===== src/rtl/alu_control_seq_pkg.sv =====
// Shared definitions for the registered ALU control block.
// Holds the ALU_Op class encodings, the ALU operation codes, the FSM state
// encoding and small helpers that classify an operation code as a MUL-class
// or DIV-class RV32M operation.
package alu_control_seq_pkg;

  localparam int unsigned CODE_W = 5;

  // ALU_Op classes produced by the main control unit
  localparam logic [2:0] ALUOP_R = 3'b000;
  localparam logic [2:0] ALUOP_I = 3'b001;
  localparam logic [2:0] ALUOP_U = 3'b010;
  localparam logic [2:0] ALUOP_B = 3'b100;
  localparam logic [2:0] ALUOP_J = 3'b101;

  // funct7 value that marks an R-class instruction as RV32M
  localparam logic [6:0] F7_MEXT = 7'b0000001;

  typedef enum logic [CODE_W-1:0] {
    OP_ADD    = 5'd0,
    OP_SUB    = 5'd1,
    OP_OR     = 5'd2,
    OP_SLL    = 5'd3,
    OP_SRL    = 5'd4,
    OP_LUI    = 5'd5,
    OP_AND    = 5'd6,
    OP_XOR    = 5'd7,
    OP_BEQ    = 5'd8,
    OP_BNE    = 5'd9,
    OP_BLT    = 5'd10,
    OP_BGE    = 5'd11,
    OP_JAL    = 5'd12,
    OP_RSVD   = 5'd13,
    OP_MUL    = 5'd14,
    OP_MULH   = 5'd15,
    OP_MULHSU = 5'd16,
    OP_MULHU  = 5'd17,
    OP_DIV    = 5'd18,
    OP_DIVU   = 5'd19,
    OP_REM    = 5'd20,
    OP_REMU   = 5'd21
  } alu_op_e;

  typedef enum logic [1:0] {
    ST_IDLE = 2'd0,
    ST_RUN  = 2'd1,
    ST_DONE = 2'd2
  } state_e;

  // MUL class: codes 14..17, timed with MUL_LAT
  function automatic logic is_mul_code(input logic [CODE_W-1:0] c);
    return (c >= OP_MUL) && (c <= OP_MULHU);
  endfunction

  // DIV class: codes 18..21, timed with DIV_LAT
  function automatic logic is_div_code(input logic [CODE_W-1:0] c);
    return (c >= OP_DIV) && (c <= OP_REMU);
  endfunction

endpackage


===== src/rtl/alu_op_decode.sv =====
// Purely combinational ALU operation decoder.
// Ports:
//   funct7_i  - instruction[31:25]
//   alu_op_i  - instruction class from main control
//   funct3_i  - instruction[14:12]
//   code_o    - ALU operation code (unmatched selectors give ADD)
//   is_mul_o  - code is an RV32M multiply (MUL latency)
//   is_div_o  - code is an RV32M divide/remainder (DIV latency)
module alu_op_decode
  import alu_control_seq_pkg::*;
(
  input  logic [6:0]        funct7_i,
  input  logic [2:0]        alu_op_i,
  input  logic [2:0]        funct3_i,
  output logic [CODE_W-1:0] code_o,
  output logic              is_mul_o,
  output logic              is_div_o
);

  alu_op_e code_s;

  // Class-then-funct3 decode; funct7 only matters for R class
  always_comb begin
    code_s = OP_ADD;
    case (alu_op_i)
      ALUOP_R: begin
        if (funct7_i == F7_MEXT) begin
          case (funct3_i)
            3'b000:  code_s = OP_MUL;
            3'b001:  code_s = OP_MULH;
            3'b010:  code_s = OP_MULHSU;
            3'b011:  code_s = OP_MULHU;
            3'b100:  code_s = OP_DIV;
            3'b101:  code_s = OP_DIVU;
            3'b110:  code_s = OP_REM;
            3'b111:  code_s = OP_REMU;
            default: code_s = OP_ADD;
          endcase
        end else begin
          case (funct3_i)
            3'b000:  code_s = funct7_i[5] ? OP_SUB : OP_ADD;
            3'b001:  code_s = OP_SLL;
            3'b100:  code_s = OP_XOR;
            3'b101:  code_s = OP_SRL;
            3'b110:  code_s = OP_OR;
            3'b111:  code_s = OP_AND;
            default: code_s = OP_ADD;
          endcase
        end
      end
      ALUOP_I: begin
        // ADDI, JALR, loads and stores all need an add
        case (funct3_i)
          3'b001:  code_s = OP_SLL;
          3'b100:  code_s = OP_XOR;
          3'b101:  code_s = OP_SRL;
          3'b110:  code_s = OP_OR;
          3'b111:  code_s = OP_AND;
          default: code_s = OP_ADD;
        endcase
      end
      ALUOP_U: code_s = OP_LUI;
      ALUOP_B: begin
        case (funct3_i)
          3'b000:  code_s = OP_BEQ;
          3'b001:  code_s = OP_BNE;
          3'b100:  code_s = OP_BLT;
          3'b101:  code_s = OP_BGE;
          default: code_s = OP_ADD;
        endcase
      end
      ALUOP_J: code_s = OP_JAL;
      default: code_s = OP_ADD;
    endcase
  end

  assign code_o   = code_s;
  assign is_mul_o = is_mul_code(code_s);
  assign is_div_o = is_div_code(code_s);

endmodule


===== src/rtl/alu_control_seq.sv =====
// Registered ALU control for the ID/EX boundary of the RV32IM pipeline.
// Decodes {funct7, ALU_Op, funct3}, registers the operation code and
// sequences RV32M operations through a fixed-latency MUL/DIV unit.
// Ports:
//   clk, reset        - clock (rising edge), asynchronous active-low reset
//   valid_i           - decode-stage instruction valid
//   funct7_i/ALU_Op_i/funct3_i - decode selectors
//   stall_i           - downstream hold, freezes IDLE/DONE
//   flush_i           - kill in-flight operation
//   ALU_Operation_o   - registered operation code
//   valid_o           - ALU_Operation_o valid
//   mext_start_o      - one-cycle start pulse to the MUL/DIV unit
//   stall_o           - hold IF/ID while an M-op is running
module alu_control_seq
  import alu_control_seq_pkg::*;
#(
  parameter int unsigned OP_W    = 5,
  parameter int unsigned MUL_LAT = 2,
  parameter int unsigned DIV_LAT = 32,
  parameter int unsigned CNT_W   = 6
) (
  input  logic            clk,
  input  logic            reset,
  input  logic            valid_i,
  input  logic [6:0]      funct7_i,
  input  logic [2:0]      ALU_Op_i,
  input  logic [2:0]      funct3_i,
  input  logic            stall_i,
  input  logic            flush_i,
  output logic [OP_W-1:0] ALU_Operation_o,
  output logic            valid_o,
  output logic            mext_start_o,
  output logic            stall_o
);

  // The counter is loaded with LAT-1 so RUN lasts exactly LAT cycles
  localparam logic [CNT_W-1:0] MUL_LOAD = CNT_W'(MUL_LAT - 1);
  localparam logic [CNT_W-1:0] DIV_LOAD = CNT_W'(DIV_LAT - 1);

  state_e            state_q;
  logic [CNT_W-1:0]  cnt_q;
  logic [OP_W-1:0]   op_q;
  logic              valid_q;
  logic              start_q;
  logic              stall_q;

  logic [CODE_W-1:0] dec_code_s;
  logic              dec_mul_s;
  logic              dec_div_s;
  logic [OP_W-1:0]   dec_op_s;
  logic [CNT_W-1:0]  lat_load_s;

  alu_op_decode u_decode (
    .funct7_i (funct7_i),
    .alu_op_i (ALU_Op_i),
    .funct3_i (funct3_i),
    .code_o   (dec_code_s),
    .is_mul_o (dec_mul_s),
    .is_div_o (dec_div_s)
  );

  assign dec_op_s   = OP_W'(dec_code_s);
  assign lat_load_s = dec_div_s ? DIV_LOAD : MUL_LOAD;

  // Control FSM, latency counter and output registers
  always_ff @(posedge clk or negedge reset) begin
    if (!reset) begin
      state_q <= ST_IDLE;
      cnt_q   <= {CNT_W{1'b0}};
      op_q    <= {OP_W{1'b0}};
      valid_q <= 1'b0;
      start_q <= 1'b0;
      stall_q <= 1'b0;
    end else if (flush_i) begin
      state_q <= ST_IDLE;
      cnt_q   <= {CNT_W{1'b0}};
      valid_q <= 1'b0;
      start_q <= 1'b0;
      stall_q <= 1'b0;
    end else begin
      case (state_q)
        // DONE accepts a new instruction exactly like IDLE (back-to-back issue)
        ST_IDLE, ST_DONE: begin
          if (stall_i) begin
            state_q <= state_q;
            valid_q <= valid_q;
          end else if (valid_i && (dec_mul_s || dec_div_s)) begin
            state_q <= ST_RUN;
            op_q    <= dec_op_s;
            cnt_q   <= lat_load_s;
            valid_q <= 1'b0;
            start_q <= 1'b1;
            stall_q <= 1'b1;
          end else if (valid_i) begin
            state_q <= ST_IDLE;
            op_q    <= dec_op_s;
            valid_q <= 1'b1;
            start_q <= 1'b0;
            stall_q <= 1'b0;
          end else begin
            state_q <= ST_IDLE;
            valid_q <= 1'b0;
            start_q <= 1'b0;
            stall_q <= 1'b0;
          end
        end
        // Counter runs regardless of stall_i; upstream is held by stall_o
        ST_RUN: begin
          start_q <= 1'b0;
          if (cnt_q == {CNT_W{1'b0}}) begin
            state_q <= ST_DONE;
            valid_q <= 1'b1;
            stall_q <= 1'b0;
          end else begin
            cnt_q   <= cnt_q - {{(CNT_W-1){1'b0}}, 1'b1};
          end
        end
        default: begin
          state_q <= ST_IDLE;
          cnt_q   <= {CNT_W{1'b0}};
          valid_q <= 1'b0;
          start_q <= 1'b0;
          stall_q <= 1'b0;
        end
      endcase
    end
  end

  assign ALU_Operation_o = op_q;
  assign valid_o         = valid_q;
  assign mext_start_o    = start_q;
  assign stall_o         = stall_q;

endmodule


===== config.mk =====
export PLATFORM = sky130hd
export DESIGN_NAME = alu_control_seq
export DESIGN_NICKNAME = d
export VERILOG_FILES = /design/src/rtl/alu_control_seq_pkg.sv /design/src/rtl/alu_op_decode.sv /design/src/rtl/alu_control_seq.sv
export SDC_FILE = /design/constraint.sdc
export NUM_CORES = 1
export LEC_CHECK = 0
export CORE_ASPECT_RATIO = 1.4
export CORE_MARGIN = 1.5
export CORE_UTILIZATION = 40
export DETAILED_ROUTE_END_ITERATION = 10
export PLACE_DENSITY = 0.69
export SLEW_MARGIN = 15
export SYNTH_ARGS = -nofsm -noshare
export SYNTH_HDL_FRONTEND = slang
export SYNTH_SLANG_ARGS = --single-unit

===== constraint.sdc =====
create_clock -name clk -period 3.66 [get_ports clk]
set_input_delay 0.732 -clock clk [delete_from_list [all_inputs] [get_ports clk]]
set_output_delay 0.732 -clock clk [all_outputs]
set_load 0.005 [all_outputs]

======== Word-level counts from Yosys, hierarchy flattened ========
Memory sizes are Yosys's and may differ from the RTL's.
Cells that the tools add are included.
word-level totals
  register bits ........................... 16
  memory bits (read-only) ................. 40
  output and inout bits ................... 8
  memories kept ........................... 1
cells by class
  add/sub/neg operators ................... 1
  order comparisons ....................... 4
  equal/unequal tests ..................... 16
  multiplexer cells ....................... 32
  bitwise logic cells ..................... 2
  reduce and logical (&&, ||, !) cells .... 13
memories
  memory            words  width  read ports  clocked after Yosys merged registers in  wr ports  line                 RTL
  (name not given)  8      5      1           0                                        0         alu_op_decode.sv:28  case (funct3_i)
operators with widths
  kind                   count
  $pmux W5 S6            1
  $pmux W5 S5            1
  $mux W6                4
  $mux W5                4
  $eq A3 B3 Y1 const B   6
  $pmux W4 S4            1
  $pmux W3 S5            1
  $mux W1                13
  $ne A3 B3 Y1 const B   4
  $pmux W6 S2            1
  $le A5 B5 Y1 const B   2
  $eq A7 B1 Y1 const B   1
  $eq A3 B1 Y1 const B   2
  $logic_not A3 Y1       2
  $logic_not A6 Y1       1
  $mux W2                3
  $sub A6 B1 Y6 const B  1
  $ge A5 B4 Y1 const B   1
  $ge A5 B5 Y1 const B   1
  $pmux W1 S2            2
  $pmux W2 S2            1
  $reduce_and A4 Y1      1
  $eq A3 B2 Y1 const B   1
  $logic_and A1 B1 Y1    3
  9 further kinds        10

======== Logic depth before layout (Yosys ltp) ========
Gate-level depths: netlist of run 1.
  depth after elaboration ................. 12
  mapped depth ............................ 9
  depth with buffers taken out ............ 8

======== Cells and area by module ========
From an unflattened synthesis of run 1, not the netlist that was laid out.
unflattened totals
  cells, all modules ...................... 126
  area, all modules ....................... 1162.4 sq um
by module, submodules not included
  module           instances  cells an instance  area an instance (sq um)  seq. area each (sq um)
  alu_control_seq  1          81                 845.8                     400.4
  alu_op_decode    1          45                 316.6                     0.0

======== Worst setup path before layout of run 1 ========
OpenSTA, ideal clock, no wires.
  path kind ............................... input to register
  start ................................... input funct3_i[2]
  end ..................................... register cnt_q[1]
  data arrival time ....................... 2.512 ns
  required time ........................... 3.581 ns
  slack ................................... 1.069 ns
  stages on the path ...................... 9
  path buffers ............................ 1
  cell sequence ........................... buf_2 > inv_1 > ha_1 > nor4b_4 > nor4_4 > a21oi_2 > a31oi_2 > a2bb2oi_4 > mux2i_1
on the way
  cells in the longest elaborated chain, start to end .. 11
  elaborated cells on any way between the ends .. 27
  classes of those cells .................. order compare: 4; eq/ne: 6; mux: 10; reduce/logical: 6; memory: 1
ends and longest elaborated chain
  what                                                 line                                      RTL
  start: declaration                                   alu_control_seq.sv:27                     input logic [2:0] funct3_i,
  $eq A3 B3 Y1, or another cell as far along           alu_op_decode.sv:40, alu_op_decode.sv:53
  $pmux W5 S6                                          alu_op_decode.sv:40                       case (funct3_i)
  $mux W5                                              alu_op_decode.sv:27                       if (funct7_i == F7_MEXT) begin
  $pmux W5 S5 *                                        alu_op_decode.sv:25                       case (alu_op_i)
  $ge A5 B5 Y1 / $le A5 B5 Y1 (equally long branches)  alu_control_seq_pkg.sv:57                 return (c >= OP_DIV) && (c <= OP_REMU);
  $logic_and A1 B1 Y1                                  alu_control_seq_pkg.sv:57
  $mux W5                                              alu_control_seq.sv:63                     assign lat_load_s = dec_div_s ? DIV_LOAD : MUL_LOAD;
  $mux W6                                              alu_control_seq.sv:87                     end else if (valid_i && (dec_mul_s || dec_div_s)) begin
  $mux W6                                              alu_control_seq.sv:84                     if (stall_i) begin
  $pmux W6 S2                                          alu_control_seq.sv:81                     case (state_q)
  $mux W6                                              alu_control_seq.sv:74                     end else if (flush_i) begin
  end signal: assignment                               alu_control_seq.sv:69                     cnt_q <= {CNT_W{1'b0}};
  end signal: assignment                               alu_control_seq.sv:76                     cnt_q <= {CNT_W{1'b0}};
  end signal: assignment                               alu_control_seq.sv:90                     cnt_q <= lat_load_s;
  end: declaration                                     alu_control_seq.sv:41                     logic [CNT_W-1:0] cnt_q;
Every way passes the cells marked *; elsewhere a longest branch is shown, timed or not. The select of a mux whose other input is x is not followed.
A chain may end at the register's enable or synchronous reset.

======== Final worst setup path of run 1 ========
Same ends and word-level chain as after synthesis.

==> impl_results.md, run 1 <==
- Status: completed
- Cts repair resizes: 0
- Slowest stage delay, CP: about 0.64 ns
- Non-Filler Instances: ~210
- CP cell instances: clkdlybuf4s50_1, inv_1, ha_1, nor4b_4, nor4_4, a21oi_2, a31oi_2, a2bb2oi_4, mux2i_1
- First-pass GRT wire length: 4.77 mm
- Largest net degree at the start of global routing: 17
- Mean post-synth cell area: 8.78 µm²
- Vias per cell: just under 6
- Hpwl dp: 2.50 mm
- Critical register-to-register path endpoint: cnt_q[1]
- CP required: between 3 and 4 ns
- Filler cell count: 277
- Die width: a little over 50 µm
- RSZ-0062 raised after global routing: no
- Crit path kind: in2reg
- PwrDens: approximately 280 nW/µm²
- R2R cell count: 7
- Setup total negative slack: 0 ns
- Commonest non-fill, non-tap cell in the layout: clkdlybuf4s50_1
- CTS tree: built
- Syn Nets: 170
- Longest Clk Path Bufs: 2
- Die extent in y: 70.4 µm
- Worst Hold Class: reg2reg
- Share of layout cells above drive strength 1: a little over an eighth
- Clk root buf: clkbuf_8
- Ys flop type: dfrtp_1
- Setup Skew: around 0.0077 ns
- Crit. Startpoint: funct3_i[2]
- Synth Cell Area: approximately 1300 µm²
- Clock sinks: 16
- Final net count: approximately 200
- # IOs: 26
- Total Power: roughly 460 µW
- CP arrival: approximately 3.3 ns
- Global route total overflow: 0
- Flop and latch count out of synthesis: 16
- CP max FO: 8
- Worst-Margin Slew: ~0.73 ns
- Seq/Total Area, Yosys: a little under a third
- CP endpoint kind: register
- Post-synthesis cell count: roughly 150
- Routed via count: roughly 1,200
- Gr usage total: between 10% and 20%
- Final hold violations: 0
- Reg2reg start: state_q[0]
- Total CTS buffers: 3
- EDFF count, synth: 0
- Ys Warns: 0
- Placed cell count: 210
- Die area: between 3000 and 4000 µm²
- Relative slew margins: between 50% and 60%
- Final ANT Viol Nets: 0
- GPL Wtd Cong: about 0.94
- Post-Route WL: roughly 3.0 mm
- Avg WL per Cell: 13.8 µm
- Initial DRC count: 33
- H-tree depth: 1
- Post-synth ARST share: 100%
- Final setup fails: 0
- Fin crit period: around 3.1 ns
- Clock-pin slew on the worst setup and hold paths: about 0.07 ns
- Top achievable clock speed: 0.321 GHz
- Initial Utilization: a little over two fifths
- End of the critical path: cnt_q[1]
- Lkg Pwr: approximately 0.65 nW
- Worst path slowest cell: clkdlybuf4s50_1
- Core Region: slightly above 3000 µm²
- Pins Over Slew Limit: 0
- Post-CTS Setup Repair Bufs: 0
- Most frequent cells in the layout: clkdlybuf4s50_1 (25), nor2_1 (21), dfrtp_1 (16), a21oi_1 (10), o21ai_0 (8)
- Peak supply drop: 0.153 mV
- Initial antenna violation count: 0
- Setup ws final: between 0.5 and 0.6 ns
- Worst Hold Slack: slightly above 0.5 ns
- DP Worst Slack: 0.274 ns
- Hold-fix buffers, CTS: 0
- DRC Markers: 0
- Period utilisation layout: around 85%
- Area Growth Syn to Fin: 27.1%
- Row count: 24
- Worst setup SP type: primary input
- Hold_sp: ALU_Operation_o[4]
- Distinct cells, synth: 47
- Worst-Skew Late Latency: approximately 0.25 ns
- Antenna cells: 0
- Vias in the first global route: ~1,200
- Max Cap Viol: 0
- R2r setup slk: ~1.6 ns
- IO Port Bufs: 25
- 1st-pass router iterations: 4
where the power goes:
part / leakage, nW / switching, mW / internal (mW) / total [mW]
sequential: 0.211 / 0.00590 / 0.187 / 0.192
combinational: 0.407 / 0.0558 / 0.0598 / 0.116
clock: 0.0288 / 0.0607 / 0.0954 / 0.156
cells in the mapped netlist (all sizes together) (2+ instances only):
cell type  number  share of area (%)
a211oi          2                1.5
dfrtp          16                 31
a31oi           7                3.9
nand4           3                1.4
mux2i           2                1.5
a21oi          12                5.2
inv             7                2.0
nand2           7                2.0
ha              4                3.9
clkbuf          2               0.58
a22oi           4                2.3
buf             2               0.77
or3             2               0.96
nor2           21                6.1
nor2b           6                2.9
mux2            2                2.0
nor4            4                4.2
a21o            2                1.2
o31ai           2                1.2
nor4b           2                3.0
o21ai           9                3.5
nand2b          7                3.4
nor3            7                3.1
area by class of cell:
| cell class | count | area (µm²) | area share (%) |
|---|---|---|---|
| sequential | 16 | 400 | 24.3 |
| tap | 39 | 48.8 | 2.96 |
| multi-input combinational | 121 | 855 | 51.8 |
| timing repair buffer | 27 | 265 | 16.1 |
| inverter | 7 | 26.3 | 1.59 |
| clock buffer | 4 | 55.1 | 3.34 |
state kept, by name, summed over array words and instances, names as in the netlist:
name	count
state_q	2
mext_start_o	1
cnt_q	6
valid_o	1
ALU_Operation_o	5
stall_o	1
worst min path at each step:
stage,endpoint,slack (ns),depth (start not counted)
finish,ALU_Operation_o[4],0.51,1
global route,ALU_Operation_o[4],0.52,1
CTS,ALU_Operation_o[4],0.51,1
detailed placement,ALU_Operation_o[4],0.50,1
global placement,ALU_Operation_o[4],0.49,1
floorplan,ALU_Operation_o[0],0.44,0
worst max-delay path: cells and delay by family:
kind	cells	cell delay (ns)
buf+inv	2	0.77
fa+ha+maj	1	0.31
simple gates	2	0.64
mux	1	0.21
compound gates	3	0.63
kinds of logic after synthesis:
group                    count (synthesis)  share of synthesized area (%)
multiplexers                             4                           3.56
buffers and inverters                   11                           3.37
XOR/XNOR                                 2                           1.35
adder cells (fa/ha/maj)                  4                           3.85
flip-flops                              16                           30.8
AND/OR/NAND/NOR                         66                           31.6
AO/OA/AOI/OAI                           45                           25.4
through the flow:
stage          utilization [%]  instance area [µm²]
2_1_floorplan                -                 1300
3_3_place_gp              51.6                 1600
3_5_place_dp              51.6                 1600
4_1_cts                   53.4                 1650
5_1_grt                   53.4                 1650
6_report                  53.4                 1650
routing by layer:
layer / share of wire, % / wire length, µm / up-vias / GRT usage, %
met1: 39 / 1150 / 579 / 16.3
li1: - / - / 613 / -
met5: 0 / 0 / - / 0
met3: 2.7 / 81 / 9 / 0.855
met4: 2.7 / 81 / 0 / 10.2
met2: 56 / 1640 / 34 / 33.9
(Power assumes the default switching activity.)
==> run 2: changes to the inputs <==
--- a/config.mk
+++ b/config.mk
@@ -5,6 +5,7 @@
 export SDC_FILE = /design/constraint.sdc
 export NUM_CORES = 1
 export LEC_CHECK = 0
+export ABC_CLOCK_PERIOD_IN_PS = 3660
 export CORE_ASPECT_RATIO = 1.4
 export CORE_MARGIN = 1.5
 export CORE_UTILIZATION = 40
==> results of run 2 <==
Final layout, timing and power as in run 1 (identical DEF).
==> run 3: changes to the inputs <==
--- a/config.mk
+++ b/config.mk
@@ -5,13 +5,13 @@
 export SDC_FILE = /design/constraint.sdc
 export NUM_CORES = 1
 export LEC_CHECK = 0
-export ABC_CLOCK_PERIOD_IN_PS = 3660
+export ABC_CLOCK_PERIOD_IN_PS = 3300
 export CORE_ASPECT_RATIO = 1.4
 export CORE_MARGIN = 1.5
 export CORE_UTILIZATION = 40
 export DETAILED_ROUTE_END_ITERATION = 10
+export GPL_TIMING_DRIVEN = 0
 export PLACE_DENSITY = 0.69
-export SLEW_MARGIN = 15
 export SYNTH_ARGS = -nofsm -noshare
 export SYNTH_HDL_FRONTEND = slang
 export SYNTH_SLANG_ARGS = --single-unit
==> constraint.sdc (replaced) <==
create_clock -name clk -period 3.3 [get_ports clk]
set_input_delay 0.66 -clock clk [delete_from_list [all_inputs] [get_ports clk]]
set_output_delay 0.66 -clock clk [all_outputs]
set_load 0.005 [all_outputs]
==> run 3 against run 2 <==
Effect of this change:
- hold slack improved by 0.010 ns
- count of clock-buffer cells in the layout is 1 lower
- die area is the same
- cell count fell by 0.47%
- clock skew shrank 0.0046 ns
- register-to-register slack got worse by 0.34 ns
==> impl_results.md, run 3 (synthesis gave the netlist of run 1 again) <==
- Period utilisation layout: approximately nine tenths
- Final ANT Viol Nets: 0
- Top cell family by delay on the critical path: buffers and inverters
- Max Cap Viol: 0
- CP max FO: 8
- Worst-Skew Late Latency: 0.25 ns
- Die area: ~3600 µm²
- 1st-pass router iterations: 4
- Most frequent cells in the layout: clkdlybuf4s50_1 (23), nor2_1 (21), dfrtp_1 (16), a21oi_1 (10), o21ai_0 (8)
- Gr usage total: around 18%
- Design Area, Final: approximately 1600 µm²
- Cts repair resizes: 0
- Status: completed
- Max reg flops: 6
- Setup Skew: 0.00310 ns
- Routed via count: 1,193
- Setup total negative slack: 0 ns
- Initial DRC count: 28
- Clock-pin slew on the worst setup and hold paths: 0.06 ns
- Longest Clk Path Bufs: 2
- H-tree depth: 1
- Die extent in y: between 70 and 80 µm
- PwrDens: 300 nW/µm²
- Largest net degree at the start of global routing: 17
- Die width: a little over 50 µm
- Worst path slowest cell: clkdlybuf4s50_1
- Worst-Margin Slew: 0.766 ns
- Worst Hold Class: reg2reg
- Crit path kind: in2reg
- Lkg Pwr: 0.632 nW
- DRC Markers: 0
- Total Power: a little under 500 µW
- Total CTS buffers: 3
- Final net count: 198
- Vias in the first global route: about 1,200
- Slowest stage delay, CP: roughly 0.55 ns
- Clock sinks: 16
- Initial antenna violation count: 0
- Clk root buf: clkbuf_8
- Antenna cells: 0
- Worst Hold Slack: just over 0.5 ns
- Peak supply drop: ~0.15 mV
- CP arrival: between 3 and 4 ns
- Hpwl dp: 2.42 mm
- Post-CTS Setup Repair Bufs: 0
- Dpl cell area: 1580 µm²
- CP cell instances: clkdlybuf4s50_1, inv_1, ha_1, nor4b_4, nor4_4, a21oi_2, a31oi_2, a2bb2oi_4, mux2i_1
- Filler cell count: roughly 300
- Largest Register: cnt_q
- Hold-fix buffers, CTS: 0
- # IOs: 26
- Avg WL per Cell: between 10 and 15 µm
- GPL Wtd Cong: slightly above 0.8
- Commonest non-fill, non-tap cell in the layout: clkdlybuf4s50_1
- RSZ-0062 raised after global routing: no
- Relative slew margins: between 40% and 50%
- Initial Utilization: a little over two fifths
- Fin crit period: about 3.0 ns
- Worst setup SP type: primary input
- Row count: 24
- IO Port Bufs: 23
- CTS tree: built
- Area Growth Syn to Fin: 24.7%
- Share of layout cells above drive strength 1: about an eighth
- First-pass GRT wire length: between 4 and 5 mm
- Core Region: about 3100 µm²
- Final setup fails: 0
- CP Buf/Inv Count: 2
- Pins Over Slew Limit: 0
- Global route total overflow: 0
- CP endpoint kind: register
- CP required: 3.47 ns
- Final hold violations: 0
- Top achievable clock speed: roughly 0.33 GHz
- Post-Route WL: between 2 and 3 mm
- Vias per cell: approximately 5.6
- End-of-flow core utilization: about 52%
run 3: tightest hold or removal path, stage by stage, from the launching register on:
cell and delay (ns):
dfrtp_1 0.34, o21ai_0 0.07, o21ai_0 0.07
run 3: per-layer routing:
metal | wire length [µm] | vias up | track usage [%]
met5 | 0 | - | 0
met4 | 67 | 0 | 7.81
met3 | 74 | 4 | 1.28
met2 | 1630 | 32 | 32.9
met1 | 1210 | 557 | 19.4
li1 | - | 600 | -
run 3: power breakdown:
group	switching [mW]	internal (mW)	leakage, nW
clock network	0.0651	0.0808	0.0216
logic	0.0618	0.0639	0.399
registers	0.00658	0.207	0.211
run 3: cell type report:
cell class                      instances  area, µm²  area share (%)
Multi-Input combinational cell        121        855            52.8
Sequential cell                        16        400            24.7
Timing Repair Buffer                   23        230            14.2
Tap cell                               39       48.8            3.01
Clock buffer                            3       41.3            2.55
Inverter                                7       26.3            1.62
Buffer                                  4       17.5            1.08
run 3: final timing paths:
| path | cells after the start | start | slack, ns | endpoint |
|---|---|---|---|---|
| setup reg to reg | 4 | state_q[0] | 1.29 | ALU_Operation_o[4] |
| min in group asynchronous | 1 | reset | 0.86 | cnt_q[5] |
| hold / removal | 2 | cnt_q[5] | 0.52 | cnt_q[5] |
| setup / recovery | 9 | funct3_i[1] | 0.31 | cnt_q[1] |
| max in group asynchronous | 1 | reset | 1.96 | state_q[0] |
| hold reg to reg | 2 | cnt_q[5] | 0.52 | cnt_q[5] |
run 3: per-stage QoR:
step           worst slack, ns  cells
2_1_floorplan            0.781    148
3_3_place_gp             0.119    210
6_report                 0.312    213
3_5_place_dp            0.0417    210
4_1_cts                  0.304    213
5_1_grt                  0.179    213
